### config.mk
export PLATFORM = sky130hd
export DESIGN_NAME = wb_arbiter_2m_flat
export DESIGN_NICKNAME = d
export VERILOG_FILES = /design/src/rtl/wb_arbiter_2m_if.sv /design/src/rtl/wb_arbiter_2m.sv /design/src/flat_wrapper.sv
export SDC_FILE = /design/constraint.sdc
export NUM_CORES = 1
export LEC_CHECK = 0
export CORE_AREA = 4 4 121 123
export DETAILED_ROUTE_END_ITERATION = 7
export DIE_AREA = 0 0 125 127
export GPL_TIMING_DRIVEN = 1
export SETUP_SLACK_MARGIN = 0.05
export SYNTH_ARGS = -nofsm -noshare
export SYNTH_HDL_FRONTEND = slang
export SYNTH_SLANG_ARGS = --single-unit
### constraint.sdc
create_clock -name i_clk -period 2 [get_ports i_clk]
set_clock_uncertainty 0.2 [all_clocks]
set_input_delay 0.6 -clock i_clk [delete_from_list [all_inputs] [get_ports i_clk]]
set_output_delay 0.6 -clock i_clk [all_outputs]
set_load 0.03 [all_outputs]
### src/rtl/wb_arbiter_2m_if.sv
// Wishbone pipelined bus bundle shared by the two masters and the slave port of wb_arbiter_2m.
// Forward signals (cyc..sel) flow master->slave; stall/ack/err/rdata flow slave->master.
interface wb_arbiter_2m_if #(
  parameter int unsigned AW = 30,
  parameter int unsigned DW = 32
);
  localparam int unsigned SW = DW / 8;

  logic          cyc;
  logic          stb;
  logic          we;
  logic [AW-1:0] addr;
  logic [DW-1:0] data;
  logic [SW-1:0] sel;
  logic          stall;
  logic          ack;
  logic          err;
  logic [DW-1:0] rdata;

  modport master (output cyc, stb, we, addr, data, sel, input stall, ack, err, rdata);
  modport slave  (input cyc, stb, we, addr, data, sel, output stall, ack, err, rdata);
endinterface

### src/rtl/wb_arbiter_2m.sv
// Two-master round-robin Wishbone arbiter with a per-cycle watchdog that aborts hung slave cycles.
// Ownership is held for the whole master cycle; one IDLE cycle always separates grants.
module wb_arbiter_2m #(
  parameter int unsigned AW      = 30,
  parameter int unsigned DW      = 32,
  parameter int unsigned TIMEOUT = 1023
) (
  input  logic             i_clk,
  input  logic             i_reset_n,
  wb_arbiter_2m_if.slave   a,
  wb_arbiter_2m_if.slave   b,
  wb_arbiter_2m_if.master  wb,
  output logic [1:0]       o_grant,
  output logic             o_timeout
);
  localparam int unsigned SW = DW / 8;
  localparam int unsigned CW = 16;

  typedef enum logic [1:0] {S_IDLE, S_OWN_A, S_OWN_B, S_ABORT} state_t;

  state_t        state;
  logic          last_b;
  logic [CW-1:0] wdog;
  logic          own_cyc;
  logic          abort_cyc;
  logic          timeout_hit;

  assign own_cyc     = (state == S_OWN_B) ? b.cyc : a.cyc;
  assign abort_cyc   = last_b ? b.cyc : a.cyc;
  assign timeout_hit = (wdog == CW'(TIMEOUT)) && !wb.ack && !wb.err;

  // State, last-owner, watchdog and timeout pulse; cyc drop takes priority over a same-cycle timeout.
  always_ff @(posedge i_clk or negedge i_reset_n) begin
    if (!i_reset_n) begin
      state     <= S_IDLE;
      last_b    <= 1'b1;
      wdog      <= '0;
      o_timeout <= 1'b0;
    end else begin
      o_timeout <= 1'b0;
      case (state)
        S_IDLE: begin
          wdog <= '0;
          if (a.cyc && (!b.cyc || last_b)) begin
            state  <= S_OWN_A;
            last_b <= 1'b0;
          end else if (b.cyc) begin
            state  <= S_OWN_B;
            last_b <= 1'b1;
          end
        end
        S_OWN_A, S_OWN_B: begin
          if (!own_cyc) begin
            state <= S_IDLE;
            wdog  <= '0;
          end else if (timeout_hit) begin
            state     <= S_ABORT;
            o_timeout <= 1'b1;
            wdog      <= '0;
          end else if (wb.ack || wb.err) begin
            wdog <= '0;
          end else begin
            wdog <= wdog + CW'(1);
          end
        end
        S_ABORT: begin
          wdog <= '0;
          if (!abort_cyc) state <= S_IDLE;
        end
        default: state <= S_IDLE;
      endcase
    end
  end

  // Bus steering: owner is wired straight through, everyone else is stalled and silenced.
  always_comb begin
    wb.cyc  = 1'b0;
    wb.stb  = 1'b0;
    wb.we   = 1'b0;
    wb.addr = AW'(0);
    wb.data = DW'(0);
    wb.sel  = SW'(0);
    a.stall = 1'b1;
    a.ack   = 1'b0;
    a.err   = 1'b0;
    b.stall = 1'b1;
    b.ack   = 1'b0;
    b.err   = 1'b0;
    a.rdata = wb.rdata;
    b.rdata = wb.rdata;
    o_grant = 2'b00;
    case (state)
      S_OWN_A: begin
        wb.cyc  = a.cyc;
        wb.stb  = a.stb;
        wb.we   = a.we;
        wb.addr = a.addr;
        wb.data = a.data;
        wb.sel  = a.sel;
        a.stall = wb.stall;
        a.ack   = wb.ack;
        a.err   = wb.err;
        o_grant = 2'b01;
      end
      S_OWN_B: begin
        wb.cyc  = b.cyc;
        wb.stb  = b.stb;
        wb.we   = b.we;
        wb.addr = b.addr;
        wb.data = b.data;
        wb.sel  = b.sel;
        b.stall = wb.stall;
        b.ack   = wb.ack;
        b.err   = wb.err;
        o_grant = 2'b10;
      end
      S_ABORT: begin
        // Synthetic error only in the first abort cycle, while the timeout pulse is high.
        if (last_b) b.err = o_timeout;
        else        a.err = o_timeout;
      end
      default: ;
    endcase
  end
endmodule

### src/flat_wrapper.sv
// flat-port wrapper written by rule: the top's interface ports become plain ports
module wb_arbiter_2m_flat 
#(
  parameter int unsigned AW      = 30,
  parameter int unsigned DW      = 32,
  parameter int unsigned TIMEOUT = 1023
)
  (i_clk, i_reset_n, o_grant, o_timeout, a_cyc, a_stb, a_we, a_addr, a_data, a_sel, a_stall, a_ack, a_err, a_rdata, b_cyc, b_stb, b_we, b_addr, b_data, b_sel, b_stall, b_ack, b_err, b_rdata, wb_cyc, wb_stb, wb_we, wb_addr, wb_data, wb_sel, wb_stall, wb_ack, wb_err, wb_rdata);
  wb_arbiter_2m_if #(.AW(AW), .DW(DW)) a_i ();
  wb_arbiter_2m_if #(.AW(AW), .DW(DW)) b_i ();
  wb_arbiter_2m_if #(.AW(AW), .DW(DW)) wb_i ();
  input  logic i_clk;
  input  logic i_reset_n;
  output logic [1:0] o_grant;
  output logic o_timeout;
  input wire logic [$bits(a_i.cyc)-1:0] a_cyc;
  input wire logic [$bits(a_i.stb)-1:0] a_stb;
  input wire logic [$bits(a_i.we)-1:0] a_we;
  input wire logic [$bits(a_i.addr)-1:0] a_addr;
  input wire logic [$bits(a_i.data)-1:0] a_data;
  input wire logic [$bits(a_i.sel)-1:0] a_sel;
  output wire logic [$bits(a_i.stall)-1:0] a_stall;
  output wire logic [$bits(a_i.ack)-1:0] a_ack;
  output wire logic [$bits(a_i.err)-1:0] a_err;
  output wire logic [$bits(a_i.rdata)-1:0] a_rdata;
  input wire logic [$bits(b_i.cyc)-1:0] b_cyc;
  input wire logic [$bits(b_i.stb)-1:0] b_stb;
  input wire logic [$bits(b_i.we)-1:0] b_we;
  input wire logic [$bits(b_i.addr)-1:0] b_addr;
  input wire logic [$bits(b_i.data)-1:0] b_data;
  input wire logic [$bits(b_i.sel)-1:0] b_sel;
  output wire logic [$bits(b_i.stall)-1:0] b_stall;
  output wire logic [$bits(b_i.ack)-1:0] b_ack;
  output wire logic [$bits(b_i.err)-1:0] b_err;
  output wire logic [$bits(b_i.rdata)-1:0] b_rdata;
  output wire logic [$bits(wb_i.cyc)-1:0] wb_cyc;
  output wire logic [$bits(wb_i.stb)-1:0] wb_stb;
  output wire logic [$bits(wb_i.we)-1:0] wb_we;
  output wire logic [$bits(wb_i.addr)-1:0] wb_addr;
  output wire logic [$bits(wb_i.data)-1:0] wb_data;
  output wire logic [$bits(wb_i.sel)-1:0] wb_sel;
  input wire logic [$bits(wb_i.stall)-1:0] wb_stall;
  input wire logic [$bits(wb_i.ack)-1:0] wb_ack;
  input wire logic [$bits(wb_i.err)-1:0] wb_err;
  input wire logic [$bits(wb_i.rdata)-1:0] wb_rdata;
  assign a_i.cyc = a_cyc;
  assign a_i.stb = a_stb;
  assign a_i.we = a_we;
  assign a_i.addr = a_addr;
  assign a_i.data = a_data;
  assign a_i.sel = a_sel;
  assign a_stall = a_i.stall;
  assign a_ack = a_i.ack;
  assign a_err = a_i.err;
  assign a_rdata = a_i.rdata;
  assign b_i.cyc = b_cyc;
  assign b_i.stb = b_stb;
  assign b_i.we = b_we;
  assign b_i.addr = b_addr;
  assign b_i.data = b_data;
  assign b_i.sel = b_sel;
  assign b_stall = b_i.stall;
  assign b_ack = b_i.ack;
  assign b_err = b_i.err;
  assign b_rdata = b_i.rdata;
  assign wb_cyc = wb_i.cyc;
  assign wb_stb = wb_i.stb;
  assign wb_we = wb_i.we;
  assign wb_addr = wb_i.addr;
  assign wb_data = wb_i.data;
  assign wb_sel = wb_i.sel;
  assign wb_i.stall = wb_stall;
  assign wb_i.ack = wb_ack;
  assign wb_i.err = wb_err;
  assign wb_i.rdata = wb_rdata;
  wb_arbiter_2m #(.AW(AW), .DW(DW), .TIMEOUT(TIMEOUT)) u_core (.i_clk(i_clk), .i_reset_n(i_reset_n), .a(a_i), .b(b_i), .wb(wb_i), .o_grant(o_grant), .o_timeout(o_timeout));
endmodule
==> results of run 1 <==
==> power groups by stage <==
| stage | combinational [W] | sequential (W) | clock (W) |
|---|---|---|---|
| 6_report | 0.00924 | 0.000504 | 0.000540 |
| 5_1_grt | 0.00966 | 0.000506 | 0.000565 |
| 4_1_cts | 0.00683 | 0.000492 | 0.000549 |
| 3_5_place_dp | 0.00639 | 0.000500 | 0 |
| 3_3_place_gp | 0.00635 | 0.000498 | 0 |
| 2_1_floorplan | 0.00396 | 0.000493 | 0 |
==> final cells by class <==
type                    count  area (um2)  area share [%]
inverters                   3        13.8           0.213
multi-input cells         225        2390            36.9
repair buffers            279        3230            50.0
clock inverters             1        30.0           0.464
flip-flops and latches     20         503            7.78
clock buffers               3        75.1            1.16
well taps                 180         225            3.48
==> cell families (layout without fill, tap and decap cells) <==
logic type / after synthesis / count (layout) / synth area share [%]
AOI/OAI and AO/OA: 78 / 78 / 21.9
buffers and inverters: 93 / 286 / 22.8
adders and majority gates: 7 / 7 / 3.30
and+or+nand+nor: 122 / 123 / 27.2
muxes: 3 / 3 / 1.23
xor gates and xnor gates: 14 / 14 / 4.62
DFF: 20 / 20 / 18.9
==> per-layer routing <==
metal	share of wire, %	up-vias	GRT usage [%]
met5	0.14	-	0
met4	0.60	2	1.47
met3	6.0	10	4.01
met2	55	163	25.5
met1	38	1586	17.0
li1	-	1508	-
==> path summary, 6_finish.rpt <==
kind / from / end / slack (ns) / depth (start not counted)
min in group asynchronous: i_reset_n / u_core.wdog[6] / 0.49 / 2
max in group asynchronous: i_reset_n / u_core.last_b / 0.84 / 2
max reg2reg: u_core.state[1] / u_core.wdog[13] / -0.28 / 8
min reg2reg: u_core.last_b / u_core.last_b / 0.34 / 2
max: u_core.state[1] / wb_data[15] / -0.55 / 7
min: u_core.last_b / u_core.last_b / 0.34 / 2
==> state kept, by name, indices dropped and copies added, names as in the netlist <==
signal and count:
u_core.wdog 16, u_core.o_timeout 1, u_core.state 2, u_core.last_b 1
==> timing repair <==
action,4_1_cts,5_1_grt
setup endpoints to repair,96,96
pin swaps,15,6
endpoints found under the hold margin,0,0
hold buffers,0,0
gates resized for setup,64,140
cloned,1,12
buffers inserted,2,7
==> worst max-delay path: cells and delay by family, from the launching register on <==
family | cells | cell delay [ns]
simple gates | 1 | 0.07
compound gates | 1 | 0.30
flops | 1 | 0.40
fa+ha+maj | 1 | 0.20
buf+inv | 4 | 0.53
==> synth_stat cells, drive strengths merged, types with 2 or more instances <==
cell type | n | area share, %
buf | 73 | 20
a22oi | 69 | 20
nor2b | 69 | 16
dfrtp | 19 | 18
clkbuf | 17 | 2.4
nor2 | 16 | 2.3
nand2 | 11 | 1.6
xor2 | 11 | 3.6
ha | 7 | 3.3
nand3 | 7 | 1.3
and3 | 6 | 1.9
and4 | 4 | 1.6
inv | 3 | 0.42
nand2b | 3 | 0.71
o21ai | 3 | 0.57
xnor2 | 3 | 0.99
a21oi | 2 | 0.38
and2 | 2 | 0.47
mux2 | 2 | 0.85
nor4 | 2 | 0.47
==> through the flow <==
stage	hold slack (ns)	area (um2)
floorplan	0.104	2990
global placement	0.323	5160
detailed placement	0.326	5160
CTS	0.338	5540
global route	0.344	6470
finish	0.335	6470
==> metrics.csv, run 1 <==
metric,value,unit
status,"complete, but fails checks",
violations,negative setup slack,
fill_cells,1239,
grt_pass1_wl,18300,um
cts_root_buffer,clkbuf_16,
synth_area,2650,um2
antenna_found_initial,1,
tightest_slew,0.351,ns
p_leak,2.59,nW
ir_worst_vdd,0.000682,V
cts_num_sinks,20,
row_count,43,
drive_above_1_share,56.3,%
layout.cells.non_filler,711,
first_global_vias,3244,
critPathArrivalTime,1.75,ns
cts_buffers,3,
start_util,19.4,%
drcViolationCount,0,
grt_max_degree,52,
rsz0062_at_grt,yes,
setup_slack,-0.545,ns
diodes,0,
via_per_inst,4.60,
comb_power_share,89.9,%
synthToLayoutAreaGrowth,144,%
num_vias,3269,
ys_warn_count,0,
p_total,0.0103,W
wirelength,14700,um
clkPwrFrac,5.2,%
ys_ff_latch,20,
swShare,42.9,%
power_switching,0.00441,W
worstPathMaxFanout,11,
core-area,13700,um2
finalWeightedCongestion,0.934,
drv_cap,0,
min-delay-path-class,register to register,
internal-power,0.00588,W
cp-end-kind,primary output,
dp_hpwl,10000,um
syn-num-nets,519,
crit_type,register to primary output,
wl_per_cell,20.6,um
maxSlewViolCount,0,
cts_buffer_depth,2,
maxSlewHeadroom,76.6,%
layout_commonest_cell,clkdlybuf4s50_1,
layout_common_cells,"clkdlybuf4s50_1 (141), buf_6 (59), nor2b_4 (56)",
max_stage_delay,0.40,ns
grt_usage,14.0,%
firstDrtPassIters,4,
ys_seq_area_share,18.9,%
antenna_left,0,
power.density,1590,nW/um2
io_pins,317,
crit_chain,inv_2 > ha_4 > buf_12 > buf_12 > a22oi_1 > nor2b_4 > buf_6,
pre_cts_ws,-0.433,ns
worst_path_most_repeated_cell,buf_12,
post-route-min-period,2.55,ns
clk_latency,0.25,ns
netlist_instances,337,
ys_types,35,
fmax,393,MHz
synth-edff-count,0,
nets,714,
crit_slowest_cell,dfrtp_1,
start_kind,register,
drtIter0Drc,104,
syn_avg_cell_area,7.87,um2
htreeDepth,1,
seq_power_share,4.9,%
die_y,127,um
utilization,47.3,%
fp.dieW,125,um
port_buffers,220,
post-route-period-util,127,%
placed_cells,688,
synthArstFlopShare,100,%
final.setup.tns,-41.38,ns
synth_flop_cell,dfrtp_1,
die_area,15900,um2
cp_data_required_time,1.20,ns
clk_pin_slew,0.05,ns
hold_viol,0,
gr-total-overflow,0,
cts_tree,built,
setup_viol,93,
Power figures use the tool's default switching activity.
==> inputs of run 2 (changes only) <==
- PLACE_DENSITY: default -> 0.63
==> run 2 against run 1 <==
Via count is 3.2% lower. The run still ends with negative setup slack left. Fmax is 1.1% higher. Critical path type unchanged. Count of clock-buffer cells in the layout stayed put. Critical endpoint is now wb_we. Flip-flop and latch count stayed put. Largest power group unchanged.
==> metrics.csv, run 2 (synthesis gave the netlist of run 1 again) <==
metric,value,unit
status,"complete, but fails checks",
violations,negative setup slack,
seq_power_share,5.7,%
wirelength,13400,um
top_regs,"u_core.wdog x16, u_core.state x2",
clkPwrFrac,6.4,%
cts_buffer_depth,2,
wl_per_cell,19.3,um
row_count,43,
firstDrtPassIters,4,
antenna_left,0,
layout_commonest_cell,clkdlybuf4s50_1,
core-area,13700,um2
cts_num_sinks,20,
cp-end-kind,primary output,
power.density,1420,nW/um2
ir_worst_vdd,0.000541,V
internal-power,0.00467,W
die_y,127,um
crit_slowest_cell,dfrtp_1,
min-delay-path-class,register to register,
finalWeightedCongestion,0.930,
rsz0062_at_grt,yes,
via_per_inst,4.57,
crit_family,buffers and inverters,
critPathArrivalTime,1.72,ns
setup_slack,-0.516,ns
start_util,19.4,%
crit_type,register to primary output,
diodes,0,
cts_tree,built,
io_pins,317,
final.setup.tns,-37.41,ns
drive_above_1_share,53.8,%
fp.dieW,125,um
maxSlewHeadroom,79.4,%
swShare,45.1,%
setup_viol,95,
num_vias,3166,
die_area,15900,um2
largest-register,u_core.wdog,
p_total,0.00851,W
htreeDepth,1,
drv_cap,0,
clk_pin_slew,0.06,ns
power_switching,0.00384,W
post-route-period-util,126,%
clk_latency,0.25,ns
start_kind,register,
largest_reg_flops,16,
fmax,397,MHz
comb_power_share,87.8,%
worstPathMaxFanout,10,
path_buf_inv,4,
port_buffers,220,
tightest_slew,0.310,ns
grt_max_degree,39,
fill_cells,1291,
cts_root_buffer,clkbuf_16,
grt_usage,14.8,%
cts_buffers,3,
p_leak,2.30,nW
post-route-min-period,2.52,ns
layout_common_cells,"clkdlybuf4s50_1 (140), nor2b_2 (57), buf_6 (56)",
grt_pass1_wl,19100,um
hold_viol,0,
crit_chain,buf_6 > ha_4 > buf_12 > clkbuf_16 > a22oi_1 > nor2b_2 > buf_6,
drcViolationCount,0,
gr-total-overflow,0,
maxSlewViolCount,0,
max_stage_delay,0.40,ns
first_global_vias,3293,
drtIter0Drc,98,
cp_data_required_time,1.20,ns
antenna_found_initial,0,
nets,696,
dp_hpwl,9660,um
synthToLayoutAreaGrowth,126,%
worst_path_most_repeated_cell,buf_6,
run 2: changes by cell type in the layout (fill, tap and decap cells not counted), moves of 2 or more:
cell       change
buf_8          -5
buf_6          -3
nor2_4         -2
buf_12         -4
buf_4          -5
clkbuf_16      -3
nor2_1         +2
buf_16         +2
nor2b_4       -44
nor2b_2       +44
run 2: through the flow:
stage	setup slack [ns]	utilization, %	cell area [um2]	instances	hold WS, ns
after detailed placement	-0.440	36.7	5010	673	0.325
after floorplan	-0.179	-	2990	337	0.104
after CTS	-0.504	41.0	5600	684	0.337
after global routing	-0.544	43.8	5980	693	0.382
after global placement	-0.380	36.7	5010	673	0.329
final	-0.516	43.8	5980	693	0.326
run 2: worst reg2reg max path, delay by kind of cell, from the launching register on:
| kind | cells | cell delay, ns |
|---|---|---|
| buf+inv | 4 | 0.51 |
| fa+ha+maj | 1 | 0.17 |
| mux | 1 | 0.21 |
| flops | 1 | 0.40 |
| simple gates | 3 | 0.72 |
run 2: area by class of cell:
class	count	area (um2)	area share (%)
Tap cell	180	225	3.76
Timing Repair Buffer	261	2980	49.9
Clock buffer	3	75.1	1.25
Multi-Input combinational cell	225	2160	36.0
Sequential cell	20	502	8.39
Clock inverter	1	30.0	0.502
Inverter	3	11.3	0.188
run 2: power groups by stage:
stage                     Sequential, W  Combinational [W]  Clock [W]
after floorplan                0.000493            0.00396          0
after global placement         0.000496            0.00608          0
after detailed placement       0.000498            0.00611          0
after CTS                      0.000486            0.00698   0.000555
after global routing           0.000496            0.00785   0.000569
final                          0.000487            0.00747   0.000548
run 2: routing by layer:
metal | wire length, um | vias to the layer above | GRT usage (%)
li1 | - | 1473 | -
met2 | 7050 | 150 | 26.9
met5 | 0 | - | 0
met3 | 795 | 18 | 3.68
met4 | 232 | 0 | 3.64
met1 | 5300 | 1525 | 17.5
run 2: final timing paths:
check | start | endpoint | slack [ns] | cells after the start
max reg2reg | u_core.state[1] | u_core.wdog[6] | -0.29 | 9
min reg2reg | u_core.last_b | u_core.last_b | 0.33 | 2
max in group asynchronous | i_reset_n | u_core.last_b | 0.84 | 2
min | u_core.last_b | u_core.last_b | 0.33 | 2
min in group asynchronous | i_reset_n | u_core.wdog[0] | 0.48 | 2
max | u_core.state[1] | wb_we | -0.52 | 7
run 2: what timing repair did:
action / CTS / global route
resized for setup: 91 / 48
setup buffers: 4 / 3
hold endpoints to repair: 0 / 0
hold buffers: 0 / 0
gates cloned: 3 / 6
endpoints found under the setup margin: 96 / 95
pin swaps: 7 / 8
